`config.mk`:
```
export PLATFORM = sky130hd
export DESIGN_NAME = dac_spi_tx
export DESIGN_NICKNAME = d
export VERILOG_FILES = /design/src/rtl/dac_spi_tx.sv
export SDC_FILE = /design/constraint.sdc
export NUM_CORES = 1
export LEC_CHECK = 0
export CAP_MARGIN = 20
export CORE_MARGIN = 2
export CORE_UTILIZATION = 50
export CTS_BUF_LIST = sky130_fd_sc_hd__clkbuf_4
export CTS_CLUSTER_SIZE = 40
export DETAILED_ROUTE_END_ITERATION = 8
export PLACE_DENSITY_LB_ADDON = 0.2
export SYNTH_ARGS = -nofsm -noshare
export SYNTH_HDL_FRONTEND = slang
export SYNTH_SLANG_ARGS = --single-unit
```
`constraint.sdc`:
```
create_clock -name clk -period 1.88 [get_ports clk]
set_input_delay 0.47 -clock clk [delete_from_list [all_inputs] [get_ports clk]]
set_output_delay 0.47 -clock clk [all_outputs]
set_load 0.1 [all_outputs]
```
`src/rtl/dac_spi_tx.sv`:
```
// dac_spi_tx: serial transmitter for an MCP4921-class DAC.
// Each accepted sample is shifted out as a 16-bit SPI frame {CFG, sample,
// zero pad}, MSB first, in SPI mode 0. LDAC is then pulsed low for one
// half-period. One sample can be buffered while a frame is in flight.
//
// Ports:
//   clk, rst_n     system clock, synchronous active-low reset
//   sample         m-bit waveform sample (left-justified into 12 bits)
//   sample_valid   single-cycle strobe qualifying sample
//   sck, sdi       SPI clock (idle low) and data to the DAC
//   cs_n, ldac_n   DAC chip select and output latch strobe (active low)
//   busy           high while a frame, hold or LDAC phase is in progress
//   dropped        one-cycle pulse when a buffered sample is discarded
module dac_spi_tx #(
  parameter int         m      = 12,
  parameter int         CLKDIV = 2,
  parameter logic [3:0] CFG    = 4'b0011
) (
  input  logic         clk,
  input  logic         rst_n,
  input  logic [m-1:0] sample,
  input  logic         sample_valid,
  output logic         sck,
  output logic         sdi,
  output logic         cs_n,
  output logic         ldac_n,
  output logic         busy,
  output logic         dropped
);

  typedef enum logic [2:0] {IDLE, SETUP, SHIFT, HOLD, LDAC} state_t;

  state_t         state_q, state_d;
  logic [7:0]     hcnt_q, hcnt_d;
  logic [4:0]     bcnt_q, bcnt_d;
  logic [15:0]    shreg_q, shreg_d;
  logic [m-1:0]   pend_q, pend_d;
  logic           pend_vld_q, pend_vld_d;
  logic           sck_q, sck_d, sdi_q, sdi_d;
  logic           cs_n_q, cs_n_d, ldac_n_q, ldac_n_d;
  logic           busy_q, busy_d, dropped_q, dropped_d;

  logic           ph_end, last_ldac, launch;
  logic [m-1:0]   launch_s;
  logic [15:0]    launch_w;

  function automatic logic [15:0] frame_word(input logic [m-1:0] s);
    logic [11:0] d;
    d = 12'(s);
    d = d << (12 - m);
    return {CFG, d};
  endfunction

  assign ph_end    = (hcnt_q == 8'(CLKDIV - 1));
  assign last_ldac = (state_q == LDAC) && ph_end;

  always_comb begin
    state_d    = state_q;
    hcnt_d     = ph_end ? 8'd0 : hcnt_q + 8'd1;
    bcnt_d     = bcnt_q;
    shreg_d    = shreg_q;
    pend_d     = pend_q;
    pend_vld_d = pend_vld_q;
    sck_d      = sck_q;
    sdi_d      = sdi_q;
    cs_n_d     = cs_n_q;
    ldac_n_d   = ldac_n_q;
    // busy follows the state with one cycle of lag (registered view)
    busy_d     = (state_q != IDLE);
    dropped_d  = 1'b0;
    launch     = 1'b0;
    launch_s   = sample;

    // Mid-frame strobes go to the single-entry buffer, latest wins.
    // The final LDAC cycle is excluded: there the strobe launches directly.
    if (sample_valid && state_q != IDLE && !last_ldac) begin
      pend_d     = sample;
      pend_vld_d = 1'b1;
      dropped_d  = pend_vld_q;
    end

    case (state_q)
      IDLE: begin
        hcnt_d = 8'd0;
        if (sample_valid) launch = 1'b1;
      end
      SETUP: begin
        if (ph_end) begin
          state_d = SHIFT;
          bcnt_d  = 5'd0;
        end
      end
      SHIFT: begin
        if (ph_end) begin
          if (!sck_q) begin
            sck_d = 1'b1;
          end else begin
            // falling edge: advance data so it is stable a full half-period
            // on both sides of the next rising edge
            sck_d   = 1'b0;
            shreg_d = shreg_q << 1;
            sdi_d   = shreg_q[14];
            if (bcnt_q == 5'd15) state_d = HOLD;
            else                 bcnt_d  = bcnt_q + 5'd1;
          end
        end
      end
      HOLD: begin
        if (ph_end) begin
          cs_n_d   = 1'b1;
          ldac_n_d = 1'b0;
          state_d  = LDAC;
        end
      end
      LDAC: begin
        if (ph_end) begin
          ldac_n_d = 1'b1;
          if (sample_valid) begin
            // fresh sample beats the buffered one
            launch     = 1'b1;
            dropped_d  = pend_vld_q;
            pend_vld_d = 1'b0;
          end else if (pend_vld_q) begin
            launch     = 1'b1;
            launch_s   = pend_q;
            pend_vld_d = 1'b0;
          end else begin
            state_d = IDLE;
          end
        end
      end
      default: state_d = IDLE;
    endcase

    launch_w = frame_word(launch_s);
    if (launch) begin
      state_d = SETUP;
      shreg_d = launch_w;
      sdi_d   = launch_w[15];
      cs_n_d  = 1'b0;
      sck_d   = 1'b0;
      hcnt_d  = 8'd0;
      bcnt_d  = 5'd0;
    end
  end

  always_ff @(posedge clk) begin
    if (!rst_n) begin
      state_q    <= IDLE;
      hcnt_q     <= 8'd0;
      bcnt_q     <= 5'd0;
      shreg_q    <= 16'd0;
      pend_q     <= '0;
      pend_vld_q <= 1'b0;
      sck_q      <= 1'b0;
      sdi_q      <= 1'b0;
      cs_n_q     <= 1'b1;
      ldac_n_q   <= 1'b1;
      busy_q     <= 1'b0;
      dropped_q  <= 1'b0;
    end else begin
      state_q    <= state_d;
      hcnt_q     <= hcnt_d;
      bcnt_q     <= bcnt_d;
      shreg_q    <= shreg_d;
      pend_q     <= pend_d;
      pend_vld_q <= pend_vld_d;
      sck_q      <= sck_d;
      sdi_q      <= sdi_d;
      cs_n_q     <= cs_n_d;
      ldac_n_q   <= ldac_n_d;
      busy_q     <= busy_d;
      dropped_q  <= dropped_d;
    end
  end

  assign sck     = sck_q;
  assign sdi     = sdi_q;
  assign cs_n    = cs_n_q;
  assign ldac_n  = ldac_n_q;
  assign busy    = busy_q;
  assign dropped = dropped_q;

endmodule

```
==> results.sh, run 1 <==
export IMPL_start_util_pct=52.3
export IMPL_worst_clock_skew_ns=0.00694
export IMPL_crit_slowest_cell="dfxtp_2"
export IMPL_synth_cell_types=42
export IMPL_r2r_slack_ns=0.03
export IMPL_async_reset_ff_share_pct=0
export IMPL_clock_sinks=50
export IMPL_crit_fanout=3
export IMPL_routedWlPerCell_um=13.9
export IMPL_synth_compound_area_share_pct=11.0
export IMPL_clockPowerShare_pct=29.3
export IMPL_drive_above_1_share_pct=23.6
export IMPL_p_switching_mw=0.486
export IMPL_ys_flop_type="dfxtp_1"
export IMPL_reg2reg_depth=7
export IMPL_relSlewSlack_pct=73.4
export IMPL_comb_power_share_pct=14.0
export IMPL_fin_cells=344
export IMPL_drt_initial_drc_count=68
export IMPL_worst_path_buf_inv=0
export IMPL_cp_endpoint="bcnt_q[1]$_SDFFE_PP0P_"
export IMPL_utilization_pct=68.7
export IMPL_portBuffers=20
export IMPL_vias_per_cell=5.49
export IMPL_syn_instance_count=245
export IMPL_fill_cells=354
export IMPL_r2r_end="bcnt_q[1]$_SDFFE_PP0P_"
export IMPL_period_minus_slack_ns=1.85
export IMPL_power_frac_seq_pct=56.7
export IMPL_synthMostInstantiatedCell="dfxtp_1"
export IMPL_crit_path_max_incr_delay_ns=0.36
export IMPL_synth_top_area_share_pct=43.7
export IMPL_gp_congestion=0.903
export IMPL_cap_violations=0
export IMPL_dieWidth_um=71.7
export IMPL_syn_avg_cell_area_um2=9.36
export IMPL_path_depth=7
export IMPL_die_h_um=71.7
export IMPL_grt_pass1_vias=1832
export IMPL_finalHoldViolCount=0
export IMPL_crit_chain="ha_4, and3_4, ha_4, nor4bb_4, o2111ai_2, or2_2, a21oi_2"
export IMPL_antenna_left=0
export IMPL_tightest_slew_ns=0.396
export IMPL_crit_path_frequent_cell="ha_4"
export IMPL_power_density_nw_per_um2=665
export IMPL_drcViolationCount=0
export IMPL_synthesis_area_um2=2290
export IMPL_antenna_found_initial=0
export IMPL_synth_top_family_by_area="simple AND/OR/NAND/NOR gates"
export IMPL_cp_end_kind="register"
export IMPL_layout_setup_ws_ns=0.0280
export IMPL_crit_path_start_kind="register"
export IMPL_ys_warn_count=0
export IMPL_total_power_mw=2.00
export IMPL_status="finished, final reports clean"
export IMPL_die_area_um2=5140
export IMPL_dpl_hpwl_um=3240
export IMPL_p_leak_nw=1.31
export IMPL_min_path_type="register to register"
export IMPL_cts_tree="yes"
export IMPL_firstDrtPassIters=4
export IMPL_slew_viol_final=0
export IMPL_synth_area_leaders="dfxtp_1 44%, mux2i_1 17%, nand2_1 5.6%, o22ai_1 3.0%, nor2_1 2.5%"
export IMPL_rsz0062_at_grt="true"
export IMPL_area_growth_pct=31.3
export IMPL_root_buffer="clkbuf_4"
export IMPL_cp_startpoint="bcnt_q[1]$_SDFFE_PP0P_"
export IMPL_synth_edf_count=0
export IMPL_cp_required_ns=2.19
export IMPL_worst_setup_path_type="register to register"
export IMPL_crit_family="simple AND/OR/NAND/NOR gates"
export IMPL_arrival_ns=2.16
export IMPL_grt_max_degree=30
export IMPL_grt_usage_pct=19.7
export IMPL_h_tree_depth=2
export IMPL_grt_first_pass_wirelength_um=7970
export IMPL_irDropWorstVdd_uv=436
export IMPL_clock_latency_ns=0.37
export IMPL_synthAdderAreaFrac_pct=2.18
export IMPL_reg2reg_from="bcnt_q[1]$_SDFFE_PP0P_"
export IMPL_ios=21
export IMPL_synth_nets=264
export IMPL_pre_cts_ws_ns=-0.217
export IMPL_multiInputGateArea_um2=1290
export IMPL_core_area_um2=4380
export IMPL_cts_buffers=5
export IMPL_row_count=24
export IMPL_ff_latch_area_um2=1010
export IMPL_finalNetCount=311
export IMPL_fmax_ghz=0.540
export IMPL_synth_xor_area_share_pct=3.06
export IMPL_synth_common_cells="50 x dfxtp_1, 39 x mux2i_1, 34 x nand2_1"
export IMPL_synthMuxAreaShare_pct=17.0
export IMPL_clockBufferDepth=2
export IMPL_fin_crit_sh_pct=98.5
export IMPL_antenna_cells=0
export IMPL_setup_viol=0
export IMPL_clk_pin_slew_ns=0.13
export IMPL_drt_total_wl_um=4770
export IMPL_ys_seq_elements=50
export IMPL_holdPathStages=2
export IMPL_p_sw_share_pct=24.3
export IMPL_grt_ovfl_total=0
export IMPL_synth_simple_area_share_pct=19.3
export IMPL_intPower_mw=1.52
export IMPL_place_inst=332
export IMPL_via_count=1889
export IMPL_synth_seq_area_share_pct=43.7
export IMPL_cts_hold_buf=0
export IMPL_yosys_area_top_type="dfxtp_1"
==> how the worst min path moves through the flow <==
stage / from / to / slack [ns]
after floorplan: pend_q[0]$_SDFFE_PN0P_ / pend_q[0]$_SDFFE_PN0P_ / 0.43
after global placement: pend_q[3]$_SDFFE_PN0P_ / pend_q[3]$_SDFFE_PN0P_ / 0.44
after detailed placement: bcnt_q[4]$_SDFFE_PP0P_ / bcnt_q[4]$_SDFFE_PP0P_ / 0.45
after CTS: bcnt_q[4]$_SDFFE_PP0P_ / bcnt_q[4]$_SDFFE_PP0P_ / 0.46
after global routing: pend_q[1]$_SDFFE_PN0P_ / pend_q[1]$_SDFFE_PN0P_ / 0.48
final: pend_q[10]$_SDFFE_PN0P_ / pend_q[10]$_SDFFE_PN0P_ / 0.46
==> placed cells by master (no fill, tap or decap), types with 6 or more instances in the layout <==
cell / netlist / layout
o22ai_1: 11 / 11
buf_12: 0 / 9
buf_4: 1 / 29
mux2i_1: 39 / 39
xor2_1: 6 / 6
nand2_1: 34 / 34
inv_1: 7 / 6
a21oi_1: 9 / 7
nor2_1: 15 / 14
nand3_1: 7 / 7
clkdlybuf4s50_1: 0 / 14
dfxtp_1: 50 / 45
==> repair_timing <==
item,CTS,global route
pin swaps,1,7
endpoints found under the hold margin,0,0
buffers inserted,0,5
cloned,0,0
endpoints found under the setup margin,2,21
gates resized for setup,1,12
==> cell families after synthesis <==
family | Yosys count
AO/OA/AOI/OAI | 38
XOR/XNOR | 8
adder cells (fa/ha/maj) | 4
buffers and inverters | 20
flip-flops | 50
multiplexers | 39
AND/OR/NAND/NOR | 86
==> per-layer routing <==
| metal | global-route usage (%) | part of all wire, % |
|---|---|---|
| met1 | 24.7 | 48 |
| met4 | 7.97 | 1.5 |
| met5 | 0 | 0 |
| met2 | 32.7 | 48 |
| met3 | 4.64 | 2.1 |
==> metrics by stage <==
stage	instance area, um^2	hold WS (ns)	TNS [ns]
floorplan	2330	0.434	-0.0221
global placement	2850	0.442	-2.80
finish	3010	0.465	0
detailed placement	2850	0.446	-3.76
CTS	2930	0.464	0
global route	3010	0.480	-0.149
==> final cells by class <==
cell class | count | share of cell area, %
Clock buffer | 5 | 1.25
Clock inverter | 2 | 1.12
Inverter | 7 | 0.873
Multi-Input combinational cell | 175 | 42.9
Sequential cell | 50 | 33.5
Tap cell | 52 | 2.16
Timing Repair Buffer | 53 | 18.2
==> state kept, by name, summed over array words and instances, names as in the netlist <==
register and flops:
ldac_n 1, pend_vld_q 1, bcnt_q 5, pend_q 12
sdi 1, cs_n 1, hcnt_q 8, busy 1
shreg_q 15, dropped 1, state_q 3, sck 1
==> power groups by stage <==
stage                     combinational, mW  clock (mW)  sequential [mW]
final                                 0.279       0.587             1.14
after global routing                  0.304       0.653             1.14
after CTS                             0.273       0.614             1.13
after detailed placement              0.271           0             1.16
after global placement                0.266           0             1.16
after floorplan                       0.133           0             1.17
==> worst min-delay path: stages (launching register included) <==
cell	delay, ns
dfxtp_1	0.33
nand2_1	0.05
mux2i_1	0.05
(Power assumes the default switching activity.)
==> inputs of run 2 (changes only) <==
--- a/config.mk
+++ b/config.mk
@@ -9,6 +9,7 @@
 export CORE_MARGIN = 2
 export CORE_UTILIZATION = 50
 export CTS_BUF_LIST = sky130_fd_sc_hd__clkbuf_4
+export CTS_CLUSTER_DIAMETER = 120
 export CTS_CLUSTER_SIZE = 40
 export DETAILED_ROUTE_END_ITERATION = 8
 export PLACE_DENSITY_LB_ADDON = 0.2
==> constraint.sdc (replaced) <==
create_clock -name clk -period 2.1 [get_ports clk]
set_input_delay 0.525 -clock clk [delete_from_list [all_inputs] [get_ports clk]]
set_output_delay 0.525 -clock clk [all_outputs]
set_load 0.02 [all_outputs]
==> results.sh, run 2 (same netlist as run 1, synthesis figures left out) <==
export IMPL_status="finished, final reports clean"
export IMPL_grt_first_pass_wirelength_um=8000
export IMPL_crit_fanout=3
export IMPL_via_count=1850
export IMPL_layout_setup_ws_ns=0.131
export IMPL_power_density_nw_per_um2=596
export IMPL_start_util_pct=52.3
export IMPL_final_cell_mix="49 x dfxtp_1, 39 x mux2i_1, 34 x nand2_1, 20 x clkdlybuf4s50_1, 15 x nor2_1"
export IMPL_largest_register_ffs=15
export IMPL_irDropWorstVdd_uv=380
export IMPL_vias_per_cell=5.64
export IMPL_drt_total_wl_um=4540
export IMPL_fmax_ghz=0.508
export IMPL_finalNetCount=295
export IMPL_finalHoldViolCount=0
export IMPL_ios=21
export IMPL_area_growth_pct=20.3
export IMPL_die_area_um2=5140
export IMPL_period_minus_slack_ns=1.97
export IMPL_cts_buffers=5
export IMPL_clk_pin_slew_ns=0.13
export IMPL_p_leak_nw=1.18
export IMPL_worst_clock_skew_ns=0.00824
export IMPL_hold_slack_ns=0.471
export IMPL_worst_setup_path_type="register to register"
export IMPL_grt_max_degree=25
export IMPL_drcViolationCount=0
export IMPL_antenna_cells=0
export IMPL_die_h_um=71.7
export IMPL_clock_sinks=50
export IMPL_ff_latch_area_um2=1000
export IMPL_antenna_left=0
export IMPL_cts_tree="yes"
export IMPL_drive_above_1_share_pct=13.8
export IMPL_dpl_cell_area_um2=2660
export IMPL_core_area_um2=4380
export IMPL_drt_initial_drc_count=109
export IMPL_gp_congestion=0.859
export IMPL_cp_startpoint="bcnt_q[0]$_SDFFE_PP0P_"
export IMPL_grt_usage_pct=19.5
export IMPL_reg2reg_from="bcnt_q[0]$_SDFFE_PP0P_"
export IMPL_antenna_found_initial=0
export IMPL_fin_crit_sh_pct=93.8
export IMPL_slew_viol_final=0
export IMPL_routedWlPerCell_um=13.8
export IMPL_top_register="shreg_q"
export IMPL_clockBufferDepth=2
export IMPL_min_path_type="register to register"
export IMPL_cp_end_kind="register"
export IMPL_tightest_slew_ns=0.555
export IMPL_firstDrtPassIters=4
export IMPL_min_from="pend_q[5]$_SDFFE_PN0P_"
export IMPL_final_cell_area_um2=2760
export IMPL_dieWidth_um=71.7
export IMPL_setup_viol=0
export IMPL_cp_required_ns=2.40
export IMPL_fill_cells=373
export IMPL_crit_path_start_kind="register"
export IMPL_rsz0062_at_grt="false"
export IMPL_dpl_hpwl_um=3290
export IMPL_relSlewSlack_pct=62.9
export IMPL_row_count=24
export IMPL_utilization_pct=62.9
export IMPL_total_power_mw=1.64
export IMPL_h_tree_depth=2
export IMPL_layout_commonest_cell="dfxtp_1"
export IMPL_top_regs="shreg_q: 15 flops, pend_q: 12 flops, hcnt_q: 8 flops"
export IMPL_arrival_ns=2.27
export IMPL_clock_latency_ns=0.36
export IMPL_cap_violations=0
export IMPL_root_buffer="clkbuf_4"
export IMPL_grt_pass1_vias=1778
export IMPL_pre_cts_ws_ns=-0.0315
export IMPL_grt_ovfl_total=0
export IMPL_portBuffers=20
export IMPL_multiInputGateArea_um2=1250
run 2: changes by cell type in the layout (fill, tap and decap cells not counted), sizes merged:
cell           change
buf               -22
clkdlybuf4s50      +6
bufinv             -1
clkbuf             +1
clkinv             -1
clkinvlp           +1
run 2: layout make-up:
| cell class | instances | share of cell area [%] |
|---|---|---|
| Clock buffer | 6 | 1.63 |
| Sequential cell | 50 | 36.3 |
| Timing Repair Buffer | 37 | 13.2 |
| Inverter | 7 | 0.953 |
| Tap cell | 52 | 2.36 |
| Multi-Input combinational cell | 175 | 45.2 |
| Clock inverter | 1 | 0.272 |
run 2: worst paths after layout:
check,end,slack [ns],cells after the start
max,bcnt_q[4]$_SDFFE_PP0P_,0.13,7
max reg2reg,bcnt_q[4]$_SDFFE_PP0P_,0.13,7
min reg2reg,pend_q[5]$_SDFFE_PN0P_,0.47,2
min,pend_q[5]$_SDFFE_PN0P_,0.47,2
run 2: what timing repair did:
action	in CTS	in global routing
setup endpoints to repair	0	1
hold buffers	0	0
gates resized for setup	0	8
buffers inserted	0	0
endpoints found under the hold margin	0	0
run 2: routing by layer:
metal  track usage [%]  share of wire, %  wire [um]  up-vias
met2              31.1                47       2160       43
met5                 0                 0          0        -
met4              5.66               1.0         46        0
li1                  -                 -          -      933
met3              4.64               3.7        169        4
met1              26.5                48       2170      870
run 2: metrics by stage:
stage / instances / setup TNS [ns]
floorplan: 245 / 0
global placement: 321 / 0
detailed placement: 321 / -0.0816
CTS: 328 / 0
global route: 328 / 0
finish: 328 / 0
run 2: worst max-delay path: stages (launching register included):
cell and delay [ns]:
dfxtp_2 0.35, ha_1 0.21, and3_4 0.19, ha_4 0.16, nor4bb_4 0.28, o2111ai_2 0.18, or3_1 0.41, a21oi_2 0.13
run 2: power by group:
group          switching (mW)  internal (mW)
Sequential             0.0223          0.989
Clock                   0.285          0.138
Combinational           0.103          0.107
==> inputs of run 3 (changes only) <==
--- a/config.mk
+++ b/config.mk
@@ -13,6 +13,7 @@
 export CTS_CLUSTER_SIZE = 40
 export DETAILED_ROUTE_END_ITERATION = 8
 export PLACE_DENSITY_LB_ADDON = 0.2
+export SLEW_MARGIN = 0
 export SYNTH_ARGS = -nofsm -noshare
 export SYNTH_HDL_FRONTEND = slang
 export SYNTH_SLANG_ARGS = --single-unit
==> results of run 3 <==
No change in the layout: final DEF, timing and power equal those of run 2.
==> patch, RTL diff (settings of run 2) <==
`m`: 12 -> 6. Comments in the files are not updated.
--- a/src/rtl/dac_spi_tx.sv
+++ b/src/rtl/dac_spi_tx.sv
@@ -12,7 +12,7 @@
 //   busy           high while a frame, hold or LDAC phase is in progress
 //   dropped        one-cycle pulse when a buffered sample is discarded
 module dac_spi_tx #(
-  parameter int         m      = 12,
+  parameter int         m      = 6,
   parameter int         CLKDIV = 2,
   parameter logic [3:0] CFG    = 4'b0011
 ) (
Ports: changed (resized sample); port bits go from 21 to 15. The function was not compared with the original's and may differ.
==> patch against run 2 <==
  * Total power fell by 5.2%
  * Sequential cell count fell by 12
  * Wire length fell by 16%
  * Die area fell by 21%
  * Setup slack got worse by 0.038 ns
  * Clock skew rose by 0.0061 ns
  * Cell area fell by 20%
  * Area after synthesis fell by 22%
  * Critical path type unchanged
  * Critical endpoint is now bcnt_q[1]
==> patch: results (changes against run 2) <==
status = completed
final non-filler cell total = 269 (-18%)
post-synthesis sequential area ratio = 0.425 (-0.0121)
Avg Synthesized Cell Area = 9.24 sq um (-1.3%)
Pleak = 0.911 nW (-23%)
Repair and plain buffers = 28 (-24%)
Filler Cell Count = 311 (-17%)
worst hold start = pend_q[0]
Routability Congestion = 0.865 (+0.65%)
drt via density = 5.58 (-1.1%)
wire per inst = 14.1 um (+2.0%)
ClkCell Share = 0.0482 (+0.0291)
hold_ws = 0.467 ns (-0.00472 ns)
sequential cell area = 763 sq um (-24%)
Slew headroom = 0.683 (+0.0533)
CP peak stage delay = 0.36 ns (-0.05 ns)
Synth Register Bits = 38 (-24%)
most frequent cells after synthesis = dfxtp_1, mux2i_1, nand2_1
Synth area leaders = dfxtp_1, mux2i_1, nand2_1
non-clock inverter count = 4 (-3)
fraction of area in registers = 0.346 (-0.0178)
met3 usage = 0.0528 (+0.00640)
signal buffers share of area = 0.111 (-0.0214)
Critical Path End = bcnt_q[1]
DRT met1 WL = 1.80 mm (-17%)
post-synthesis mux area share = 0.117 (-0.0530)
Placed Area = 0.00205 sq mm (-23%)
CP arrival = 2.30 ns (+0.03 ns)
port bufs = 14 (-30%)
worst hold endpoint = pend_q[0]
clock skew = 0.0144 ns (+0.00614 ns)
Synth Area in Compound Gates = 0.132 (+0.0223)
Synth Area in XOR/XNOR = 0.0391 (+0.00854)
Placement Setup Slack = -0.0701 ns (-0.0387 ns)
global-route wire length before repair = 6.73 mm (-16%)
wire length on met3 = 155 um (-8.3%)
library cells used by synthesis = 38 (-9.5%)
placed insts = 259 (-19%)
critical path fanouts, max = 6 (+3)
# clk buffers = 5 (-1)
Core Footprint = 0.00339 sq mm (-23%)
overall global routing resource usage = 0.212 (+0.0173)
share of cells above drive strength 1 = 0.170 (+0.0327)
area share of fa/ha/maj cells after synthesis = 0.0279 (+0.00610)
Peak VDD IR = 0.000638 V (+68%)
min Tclk post-route = 2.01 ns (+0.0382 ns)
DR iter-0 viols = 95 (-13%)
registers with the most flip-flops = shreg_q: 9 flops, hcnt_q: 8 flops, pend_q: 6 flops
Syn Nets = 207 (-22%)
final net count = 235 (-20%)
[patch: cell types whose count changed after synthesis, moves of 3 or more]
cell	run 2	this run
nand3_1	7	10
dfxtp_1	50	38
inv_1	7	4
o21ai_0	4	7
or4_1	1	4
buf_2	7	4
mux2i_1	39	21
o22ai_1	11	5
nand2_1	34	17
a211oi_1	1	4
[patch: repair_timing]
item                       4_1_cts  5_1_grt
cloned                           0        0
buffers inserted                 2        0
pin swaps                        1        4
gates resized for setup          1       10
setup endpoints to repair        3        6
[patch: tightest hold or removal path, stage by stage (launching register included)]
cell,delay (ns)
dfxtp_1,0.33
nand2_1,0.05
mux2i_1,0.05
[patch: where the power goes]
part	switching, mW	total (mW)	internal [mW]
Clock	0.254	0.627	0.372
Sequential	0.0216	0.768	0.747
Combinational	0.0839	0.163	0.0792
Total	0.360	1.56	1.20
